[src/rtl/stopwatch_pkg.sv]
// Shared types and constants for the centisecond stopwatch.
package stopwatch_pkg;

  localparam int unsigned DIGIT_W = 4;
  localparam int unsigned PRESC_W = 8;
  localparam int unsigned DAT_W   = 16;

  typedef enum logic [1:0] {
    IDLE = 2'd0,
    RUN  = 2'd1,
    STOP = 2'd2
  } sw_state_t;

  // Upper value of each display digit before it rolls over.
  localparam int unsigned CS_MAX = 9;
  localparam int unsigned DS_MAX = 9;
  localparam int unsigned S_MAX  = 9;
  localparam int unsigned TS_MAX = 5;

  // Decimal point sits after the seconds digit.
  localparam logic [1:0] PT_SEC = 2'd2;

endpackage

[src/rtl/bcd_digit_cnt.sv]
// Single BCD digit counter, 0..MAX, with synchronous clear and ripple carry.
module bcd_digit_cnt
  import stopwatch_pkg::*;
#(
  parameter int unsigned MAX = 9
) (
  input  logic               clk,
  input  logic               rst,
  input  logic               inc,
  input  logic               clr,
  output logic [DIGIT_W-1:0] digit,
  output logic               carry
);

  // Carry out on the increment that rolls MAX back to zero.
  assign carry = inc && (digit == DIGIT_W'(MAX));

  // Digit register: clear has priority, then roll over, then +1.
  always_ff @(posedge clk or posedge rst) begin
    if (rst) begin
      digit <= '0;
    end else if (clr) begin
      digit <= '0;
    end else if (carry) begin
      digit <= '0;
    end else if (inc) begin
      digit <= digit + DIGIT_W'(1);
    end
  end

endmodule

[src/rtl/stopwatch_bcd.sv]
// Centisecond stopwatch (00.00..59.99) feeding a 4-digit 7-segment display.
// Optional lap freeze is compiled in with STOPWATCH_LAP_EN.
module stopwatch_bcd
  import stopwatch_pkg::*;
#(
  parameter int unsigned TICKS_PER_CS = 10
) (
  input  logic             clk,
  input  logic             rst,
  input  logic             ce_1ms,
  input  logic             btn_ss,
  input  logic             btn_clr,
  input  logic             btn_lap,
  output logic [DAT_W-1:0] dat,
  output logic [1:0]       pt,
  output logic             running,
  output logic             ovf,
  output logic             lap
);

  localparam logic [PRESC_W-1:0] PRESC_LAST = PRESC_W'(TICKS_PER_CS - 1);

  sw_state_t          state_q, state_d;
  logic [PRESC_W-1:0] presc_q, presc_d;
  logic               running_d, ovf_d;
  logic               cs_tick_c, clr_c;
  logic [3:0]         carry;
  logic [DIGIT_W-1:0] d_cs, d_ds, d_s, d_ts;
  logic [DAT_W-1:0]   live;

  // Centisecond tick on the strobe that wraps the prescaler.
  assign cs_tick_c = (state_q == RUN) && ce_1ms && (presc_q == PRESC_LAST);

  // Next-state, prescaler and flag logic.
  always_comb begin
    state_d = state_q;
    presc_d = presc_q;
    clr_c   = 1'b0;
    ovf_d   = ovf;
    if ((state_q == RUN) && ce_1ms) begin
      presc_d = cs_tick_c ? '0 : presc_q + PRESC_W'(1);
    end
    case (state_q)
      IDLE: begin
        if (btn_ss) begin
          state_d = RUN;
          presc_d = '0;
        end
      end
      RUN: begin
        if (btn_ss) state_d = STOP;
      end
      STOP: begin
        if (btn_clr) begin
          state_d = IDLE;
          presc_d = '0;
          clr_c   = 1'b1;
        end else if (btn_ss) begin
          state_d = RUN;
        end
      end
      default: state_d = IDLE;
    endcase
    if (clr_c) begin
      ovf_d = 1'b0;
    end else if (carry[3]) begin
      ovf_d = 1'b1;
    end
    running_d = (state_d == RUN);
  end

  // State, prescaler and status registers.
  always_ff @(posedge clk or posedge rst) begin
    if (rst) begin
      state_q <= IDLE;
      presc_q <= '0;
      running <= 1'b0;
      ovf     <= 1'b0;
      pt      <= PT_SEC;
    end else begin
      state_q <= state_d;
      presc_q <= presc_d;
      running <= running_d;
      ovf     <= ovf_d;
      pt      <= PT_SEC;
    end
  end

  bcd_digit_cnt #(.MAX(CS_MAX)) u_cs (
    .clk(clk), .rst(rst), .inc(cs_tick_c), .clr(clr_c), .digit(d_cs), .carry(carry[0])
  );
  bcd_digit_cnt #(.MAX(DS_MAX)) u_ds (
    .clk(clk), .rst(rst), .inc(carry[0]), .clr(clr_c), .digit(d_ds), .carry(carry[1])
  );
  bcd_digit_cnt #(.MAX(S_MAX)) u_s (
    .clk(clk), .rst(rst), .inc(carry[1]), .clr(clr_c), .digit(d_s), .carry(carry[2])
  );
  bcd_digit_cnt #(.MAX(TS_MAX)) u_ts (
    .clk(clk), .rst(rst), .inc(carry[2]), .clr(clr_c), .digit(d_ts), .carry(carry[3])
  );

  assign live = {d_ts, d_s, d_ds, d_cs};

`ifdef STOPWATCH_LAP_EN
  logic [DAT_W-1:0] lap_val;
  logic             lap_d, lap_cap_c;

  // Lap toggles only while running; an effective clear releases it.
  always_comb begin
    lap_d     = lap;
    lap_cap_c = 1'b0;
    if (clr_c) begin
      lap_d = 1'b0;
    end else if ((state_q == RUN) && btn_lap) begin
      lap_d     = ~lap;
      lap_cap_c = ~lap;
    end
  end

  // Lap flag and captured display value.
  always_ff @(posedge clk or posedge rst) begin
    if (rst) begin
      lap     <= 1'b0;
      lap_val <= '0;
    end else begin
      lap <= lap_d;
      if (lap_cap_c) lap_val <= live;
    end
  end

  assign dat = lap ? lap_val : live;
`else
  logic unused_btn_lap;
  assign unused_btn_lap = btn_lap;
  assign lap            = 1'b0;
  assign dat            = live;
`endif

endmodule
[config.mk]
export PLATFORM = sky130hd
export DESIGN_NAME = stopwatch_bcd
export DESIGN_NICKNAME = d
export VERILOG_FILES = /design/src/rtl/stopwatch_pkg.sv /design/src/rtl/bcd_digit_cnt.sv /design/src/rtl/stopwatch_bcd.sv
export SDC_FILE = /design/constraint.sdc
export NUM_CORES = 1
export LEC_CHECK = 0
export ABC_AREA = 0
export BUFFER_PORTS_ARGS = -buffer_cell sky130_fd_sc_hd__buf_4
export CORE_MARGIN = 2
export CORE_UTILIZATION = 24
export CTS_CLUSTER_DIAMETER = 30
export DETAILED_ROUTE_END_ITERATION = 16
export SYNTH_ARGS = -nofsm -noshare
export SYNTH_HDL_FRONTEND = slang
export SYNTH_SLANG_ARGS = --single-unit
[constraint.sdc]
create_clock -name clk -period 3.1 [get_ports clk]
set_input_delay 0.31 -clock clk [delete_from_list [all_inputs] [get_ports clk]]
set_output_delay 0.31 -clock clk [all_outputs]
set_load 0.005 [all_outputs]
-- Yosys cells after proc, flatten, opt, wreduce, memory -nomap -nowiden
Cells that the tools add are included.
- register bits after elaboration: 28
- bits in latches: 0
- bits in writable memories: 0
- ROM bits: 0
- input port bits: 6
- output and inout bits: 21
- logic and storage cells: 58
- memories kept: 0
- $add $sub $neg: 5
- $mul: 0
- div/mod/pow operators: 0
- order comparisons: 0
- equality and inequality tests: 8
- shift operators: 0
- multiplexer cells: 25
- bitwise gates (word level): 0
- reduce and logical (&&, ||, !) cells: 12
- operator list (kind ; count):
    2-to-1 mux 4 bit ; 12
    2-to-1 mux 8 bit ; 4
    adder 4 x 1 -> 4 bit (second input constant) ; 4
    case mux 8 bit (2 select lines) ; 1
    == test 4 bit (second input constant) ; 3
    nonzero test 3 bit ; 4
    adder 8 x 1 -> 8 bit (second input constant) ; 1
    == test 8 x 4 -> 1 bit (second input constant) ; 1
    logical AND 1 bit ; 6
    2-to-1 mux 2 bit ; 3
    case mux 2 bit (3 select lines) ; 1
    == test 2 x 1 -> 1 bit (second input constant) ; 2
    == test 4 x 3 -> 1 bit (second input constant) ; 1
    2-to-1 mux 1 bit ; 4
    == test 2 bit (second input constant) ; 1
    logical NOT 2 bit ; 1
    nonzero test 2 bit ; 1

-- Depth between registers and ports, before layout
Gate-level depths: netlist of run 1.
- depth after elaboration: 9
- gate-level depth with buffers: 7
- gate-level depth less buffers: 6

-- Hierarchy
Synthesis of run 1 repeated with hierarchy kept, for this count alone.
- cells, all modules: 175
- area total of the unflattened synthesis: 1699.1 µm²
- by module, submodules not included (module ; instances ; cells each ; area an instance (µm²) ; seq. area each (µm²)):
    bcd_digit_cnt (u_cs ...) ; 3 ; 27 ; 245.2 ; 100.1
    stopwatch_bcd ; 1 ; 71 ; 710.7 ; 300.3
    bcd_digit_cnt (u_ts) ; 1 ; 23 ; 252.7 ; 100.1

-- Worst setup path before layout of run 1
Ideal clock, no wire load.
- path kind: register to register
- start point: register u_ds.digit[1]
- end point: register u_ts.digit[2]
- setup time: 78 ps
- arrival time: 1708 ps
- required time: 3022 ps
- setup slack: 1314 ps
- stages on the path, launching flop included: 8
- buffers on the path: 1
- clock period less this slack: 1786 ps
- path through: dfrtp_1 -> inv_1 -> ha_1 -> and3b_1 -> clkbuf_1 -> nand2_1 -> or4b_1 -> a21oi_1
- word-level cells in the longest chain between the ends: 6
- elaborated cells on any way between the ends: 7
- those cells by class: eq/ne: 1; mux: 2; reduce/logical: 4
- RTL lines (item ; RTL line ; RTL):
    from (decl) ; bcd_digit_cnt.sv:11 ; output logic [DIGIT_W-1:0] digit,
    from (signal assigned) ; bcd_digit_cnt.sv:27 ; digit <= digit + DIGIT_W'(1);
    == test 4 bit * ; bcd_digit_cnt.sv:16 ; assign carry = inc && (digit == DIGIT_W'(MAX));
    logical AND 1 bit * (2 in a row) ; bcd_digit_cnt.sv:16 ;
    logical AND 1 bit ; bcd_digit_cnt.sv:16 ;
    2-to-1 mux 4 bit ; bcd_digit_cnt.sv:24 ; end else if (carry) begin
    2-to-1 mux 4 bit ; bcd_digit_cnt.sv:22 ; end else if (clr) begin
    to (signal assigned) ; bcd_digit_cnt.sv:27 ;
    to (decl) ; bcd_digit_cnt.sv:11 ;
Every way passes the cells marked *; elsewhere a longest branch is shown, timed or not.
A chain may end at the register's enable or synchronous reset.

-- Worst setup path after layout of run 1
- start point: register presc_q[1]
- end point: register u_s.digit[3]
- word-level cells in the longest chain between the ends: 7
- elaborated cells on any way between the ends: 8
- those cells by class: eq/ne: 1; mux: 2; reduce/logical: 5
- RTL lines (item ; RTL line ; RTL):
    from (decl) ; stopwatch_bcd.sv:24 ; logic [PRESC_W-1:0] presc_q, presc_d;
    from (signal assigned) ; stopwatch_bcd.sv:82 ; presc_q <= presc_d;
    == test 8 x 4 -> 1 bit * ; stopwatch_bcd.sv:32 ; assign cs_tick_c = (state_q == RUN) && ce_1ms && (presc_q == PRESC_LAST);
    logical AND 1 bit * ; stopwatch_bcd.sv:32 ;
    logical AND 1 bit * (2 in a row) ; bcd_digit_cnt.sv:16 ;
    logical AND 1 bit ; bcd_digit_cnt.sv:16 ;
    2-to-1 mux 4 bit ; bcd_digit_cnt.sv:24 ;
    2-to-1 mux 4 bit ; bcd_digit_cnt.sv:22 ;
    to (signal assigned) ; bcd_digit_cnt.sv:27 ;
    to (decl) ; bcd_digit_cnt.sv:11 ;
Marked as above.

==> summary.txt, run 1 <==
Clock tree
  – Clock latency on the worst-skew pair: 0.28 ns
  – Worst-path clk slew: 0.09 ns
  – H-tree depth: 1
  – Setup Fix Bufs, Post-CTS: 0
  – Root Buffer: clkbuf_8
  – CTS resizes: 0
  – Hold-fix buffers, CTS: 0
  – CTS Buffer Depth: 2
  – CTS tree: done
  – Clk sinks: 28
  – CTS Buf Count: 3

GRT
  – First-pass GRT wire length: approximately 5.7 mm
  – Grt peak-use layer: met2
  – Initial antenna violation count: 0
  – Largest net degree at the start of global routing: 29
  – Met2 GRT Util: 16.1%
  – Vias in the first global route: ~1200
  – GRT overflow: 0
  – M1 GR Usage: between 10% and 20%
  – Grt met3 use: approximately 2.6%
  – Gr usage total: between 9 and 10%

Synth
  – Synth top cells by count: dfrtp_1 (28), a21oi_1 (15), nor2_1 (13), o21ai_0 (13), nand2_1 (12)
  – Ys async rst share: 100%
  – Synth unique cells: 35
  – Mapped Area: 1610 um^2
  – Number of synthesized flops with an enable pin: 0
  – Sequential element share of the synthesized area: 43.6%
  – Dominant synthesized flop cell: dfrtp_1
  – Most common cell in the netlist: dfrtp_1
  – Mean Syn Cell Area: roughly 9.5 um^2
  – Area contributors post-synth: dfrtp_1 (44%), ha_1 (7.8%), a21oi_1 (4.7%), or4_1 (4.2%), o21ai_0 (4.0%)
  – Yosys top cell by area: dfrtp_1
  – Seq cells post-synth: 28
  – Yosys warning count: 0
  – Share of the synthesized area in the top cell type: 43.6%
  – Cells after Synth: 170

Power and ir drop
  – Switching Share: 31.0%
  – Sequential cell fraction of total power: around 55%
  – Clock power share: between 20% and 30%
  – Leakage: 0.825 nW
  – Comb pwr share: 20.7%
  – PD cells: 441 nW/um^2
  – Switching power: 0.000256 W
  – Peak supply drop: 0.000264 V
  – Power, Total: 0.000825 W
  – Internal: 0.000569 W

STA
  – Fin crit share: 74.8%
  – Hold Violations, Final: 0
  – Period minus WS final: 2.32 ns
  – Final Max Tran Viols: 0
  – RSZ-0062 raised after global routing: false
  – Setup TNS: 0 ns
  – Slew @ Worst Pin: 0.660 ns
  – Max Clk Rate: 431 MHz
  – Rel. slew slack: approximately 56%
  – Setup violators final: 0
  – Worst clock skew: 0.00382 ns

Drt
  – Final WL: roughly 3.2 mm
  – WL/cell: 12.2 um
  – Via Count: 1272
  – Final antenna-violating net count: 0
  – Starting DRT DRC Count: 85
  – DRC Markers: 0
  – Initial DRT Pass Iterations: 6
  – Vias per inst: 4.80

Finish
  – Final Cell Area: 1870 um^2
  – # diodes: 0
  – Share of post-route cells with drive strength above 1: about 16%
  – Area growth syn-to-layout: 16.4%
  – Fin nets: 206

Placement
  – RePlAce Congestion: 0.786
  – Placed cell areas: 1830 um^2
  – Post-DP HPWL: 2.31 mm
  – Port Buf Inserts: 22

Floorplanning
  – Die height: around 86 um
  – Die area: between 7000 and 8000 um^2
  – Row cnt: 29
  – IO Pins: 27
  – Starting density of the core: 25.0%
  – Die Wd: 85.8 um
  – Core Region: 6420 um^2

Worst setup path
  – Crit start category: flop
  – Required @ worst endpoint: 3.30 ns
  – CP endpoint kind: flop
  – Worst Path Max Fanout: 17
  – Crit path DAT: 2.52 ns
  – CP Class: reg2reg

Outcome
  – Status: finished clean

Hold path
  – Worst Hold Class: in2async

Job
  – Max_cap viols: 0
[worst max-delay path, cell delays in order, from the launching register on]
cell     delay (ns)
dfrtp_1        0.43
inv_1          0.07
ha_1           0.16
nor4b_4        0.25
nand4_1        0.53
or4_1          0.65
a21oi_1        0.15
[per-stage QoR]
stage / hold slack, ns / setup slack, ns / std cells / util (%)
finish: 0.105 / 0.782 / 265 / 29.1
global route: 0.144 / 0.585 / 265 / 29.1
CTS: 0.125 / 0.801 / 265 / 29.1
detailed placement: 0.440 / 0.796 / 262 / 28.5
global placement: 0.440 / 0.845 / 262 / 28.5
floorplan: 0.375 / 1.31 / 171 / -
[cells in the final DEF, fill, tap and decap left out, types with 4 or more instances in the layout]
cell and instances:
and3b_1 6, nand3_1 6, o21ai_0 13, xnor2_1 5
nand4_1 4, nor2_1 13, xor2_1 4, dfrtp_1 28
or4_1 9, inv_1 9, a21oi_1 15, nand2_1 12
buf_4 23, ha_1 10
[state kept, by name (all words and copies together), names as in the netlist]
signal / flops
u_cs.digit: 4
u_s.digit: 4
presc_q: 8
u_ts.digit: 4
running: 1
ovf: 1
u_ds.digit: 4
state_q: 2
[worst paths after layout]
check	startpoint	endpoint	slack, ns	cells after the start
worst min-delay path	rst	u_ds.digit[1]$_DFFE_PP0P_	0.11	3
max in group asynchronous	rst	presc_q[3]$_DFF_PP0_	2.72	3
worst min register to register	ovf$_DFFE_PP0P_	ovf$_DFFE_PP0P_	0.54	2
worst max-delay path	presc_q[1]$_DFF_PP0_	u_s.digit[3]$_DFFE_PP0P_	0.78	6
worst max register to register	presc_q[1]$_DFF_PP0_	u_s.digit[3]$_DFFE_PP0P_	0.78	6
min in group clk	btn_ss	state_q[1]$_DFF_PP0_	0.25	2
[kinds of logic after synthesis]
kind of cell / share of synthesized area (%)
xor+xnor: 4.91
other cells: 0.467
flops: 43.6
mux: 0.623
fa+ha+maj: 7.79
compound gates: 11.4
simple gates: 26.0
buf+inv: 5.22
[area by class of cell]
class | count | area [um^2]
tap | 77 | 96.3
inverter | 9 | 33.8
fill | 692 | 4550
multi-input combinational | 125 | 826
sequential | 28 | 701
clock buffer | 3 | 41.3
timing repair buffer | 23 | 173
[power groups by stage]
| stage | sequential, W | clock (W) | combinational (W) |
|---|---|---|---|
| after global placement | 0.000459 | 0 | 0.000171 |
| final | 0.000454 | 0.000201 | 0.000170 |
| after global routing | 0.000463 | 0.000232 | 0.000201 |
| after detailed placement | 0.000460 | 0 | 0.000175 |
| after floorplan | 0.000442 | 0 | 0.000144 |
| after CTS | 0.000454 | 0.000214 | 0.000175 |
[routing by layer]
metal	vias up	part of all wire, %
li1	636	-
met1	610	47
met2	21	48
met3	5	4.0
met4	0	0.96
met5	-	0
Note: power is estimated with default switching activity, not from simulation.
==> inputs of run 2 (changes only) <==
Clock period 3.1 ns to 1.9 ns, I/O delays scaled along.
==> summary.txt, run 2 (synthesis results as in run 1) <==
Power and ir drop
  – Peak supply drop: 0.000481 V
  – PD cells: 760 nW/um^2
  – Leakage: 0.974 nW
  – Power, Total: 0.00163 W

Worst setup path
  – Crit path max-delay family: simple AND/OR/NAND/NOR gates
  – Worst Path Buf+Inv: 3
  – Worst R2R Setup Slack: 0.05 ns
  – Crit start category: flop
  – RR Endpoint: u_ds.digit[0]$_DFFE_PP0P_
  – CP endpoint kind: flop
  – Required @ worst endpoint: ~2.1 ns
  – Worst r2r src: presc_q[1]$_DFF_PP0_
  – Critical path's slowest cell: or3_2
  – Reg2Reg Depth: 8
  – Critical Path, Cell by Cell: inv_1 -> ha_1 -> nor4b_4 -> nand4_1 -> buf_6 -> buf_4 -> or3_2 -> a21oi_2
  – Worst Path Max Fanout: 6
  – CP Class: reg2reg
  – Crit path DAT: 2.07 ns
  – Crit-path max cell delay: 0.42 ns

STA
  – Final Max Tran Viols: 0
  – Fin crit share: a little over nine tenths
  – Period minus WS final: 1.85 ns
  – Worst clock skew: ~0.010 ns
  – Max Clk Rate: approximately 540 MHz
  – Hold Violations, Final: 0
  – RSZ-0062 raised after global routing: true
  – Worst setup margin: 0.0545 ns
  – Setup violators final: 0

Drt
  – Initial DRT Pass Iterations: 12
  – Vias per inst: 4.68
  – Via Count: 1361
  – Starting DRT DRC Count: 27
  – DRC Markers: 1
  – Final antenna-violating net count: 0
  – WL/cell: 12.0 um
  – Final WL: 3.50 mm

Finish
  – Area growth syn-to-layout: 33.4%
  – Leading cell type in the layout, fill and taps excluded: buf_4
  – Final core utilization: about 33%
  – # diodes: 0
  – Fin nets: 231
  – Fillers: 678
  – Area of the multi-input gates: 871 um^2
  – Share of post-route cells with drive strength above 1: approximately a third
  – Final Cell Area: 2140 um^2
  – Final Instance Count excl. Fillers: 291
  – Commonest cells after routing, fill and taps aside: buf_4 (45), dfrtp_1 (28), nor2_1 (13), o21ai_0 (13), nand2_1 (12)
  – Largest register by flop count: presc_q
  – Largest register FFs: 8
  – FF+latch area: 701 um^2

Clock tree
  – H-tree depth: 1
  – CTS tree: done
  – Clk sinks: 28
  – Worst-path clk slew: ~0.11 ns
  – Clock latency on the worst-skew pair: between 0.2 and 0.3 ns
  – CTS Buffer Depth: 2
  – CTS Buf Count: 3
  – Root Buffer: clkbuf_8

Hold path
  – WHS Path Cells: 2
  – Hold Path Origin: btn_ss
  – Worst hold endpoint: state_q[1]$_DFF_PP0_
  – Worst Hold Class: in2reg

GRT
  – Vias in the first global route: roughly 1400
  – GRT overflow: 0
  – Largest net degree at the start of global routing: 29
  – Initial antenna violation count: 0
  – First-pass GRT wire length: 6.31 mm
  – Gr usage total: between 10% and 20%

Outcome
  – Failing checks: design-rule violations
  – Status: complete, but fails checks

Placement
  – Port Buf Inserts: 22
  – Post-DP HPWL: 2.52 mm
  – RePlAce Congestion: 0.745
  – Placed cell areas: around 2000 um^2
  – Post-placement cell count: approximately 280
  – Pre-CTS setup slack: 0.0500 ns

Floorplanning
  – Row cnt: 29
  – Starting density of the core: 25.0%
  – Die Wd: 85.8 um
  – Die height: about 86 um
  – IO Pins: 27
  – Core Region: 6420 um^2
  – Die area: 7360 um^2

Job
  – Max_cap viols: 0
-- run 2: cell count changes in the layout (fill, tap and decap cells not counted), moves of 3 or more --
cell	before	now
buf_4	23	45
a21oi_1	15	9
a21oi_2	0	6
or4_1	9	6
or4_4	0	3
-- run 2: per-stage QoR --
step | TNS (ns) | hold slack, ns
after global routing | -0.226 | 0.152
final | 0 | 0.129
after global placement | 0 | 0.312
after floorplan | 0 | 0.255
after CTS | 0 | 0.123
after detailed placement | 0 | 0.315
-- run 2: worst register-to-register path, cell delays in order (launching register included) --
cell and delay, ns:
dfrtp_1 0.39, inv_1 0.06, ha_1 0.13, nor4b_4 0.25
nand4_1 0.15, buf_6 0.16, buf_4 0.13, or3_2 0.42
a21oi_2 0.12
-- run 2: metal layers --
metal / part of all wire (%) / track usage (%) / vias up
met5: 0 / 0 / -
met2: 47 / 17.3 / 20
li1: - / - / 689
met1: 49 / 13.9 / 652
met3: 3.9 / 3.08 / 0
met4: 0 / 0.866 / 0
-- run 2: worst max-delay path by stage --
stage                              start  depth (start not counted)                         to
6_report            presc_q[1]$_DFF_PP0_                          8  u_ds.digit[0]$_DFFE_PP0P_
5_1_grt             presc_q[1]$_DFF_PP0_                          7  u_ds.digit[3]$_DFFE_PP0P_
4_1_cts             presc_q[1]$_DFF_PP0_                          7   u_s.digit[3]$_DFFE_PP0P_
3_5_place_dp        presc_q[1]$_DFF_PP0_                          7   u_s.digit[3]$_DFFE_PP0P_
3_3_place_gp        presc_q[1]$_DFF_PP0_                          7  u_ds.digit[3]$_DFFE_PP0P_
2_1_floorplan  u_ds.digit[1]$_DFFE_PP0P_                          7  u_ts.digit[2]$_DFFE_PP0P_
-- run 2: area by class of cell --
| type | count | share of cell area [%] |
|---|---|---|
| inverter | 9 | 1.58 |
| clock buffer | 3 | 1.93 |
| tap | 77 | 4.50 |
| multi-input combinational | 125 | 40.6 |
| clock inverter | 1 | 1.40 |
| timing repair buffer | 48 | 17.3 |
| sequential | 28 | 32.7 |
-- run 2: where the power goes --
part           internal [W]  switching (W)
Combinational      0.000224       0.000224
Sequential         0.000657      0.0000388
Clock              0.000283       0.000203
Total               0.00116       0.000466
-- run 2: timing repair --
item / in CTS / in global routing
hold endpoints to repair: 16 / 0
setup endpoints to repair: 0 / 12
hold buffers: 1 / 0
resized for setup: 0 / 15
setup buffers: 0 / 3
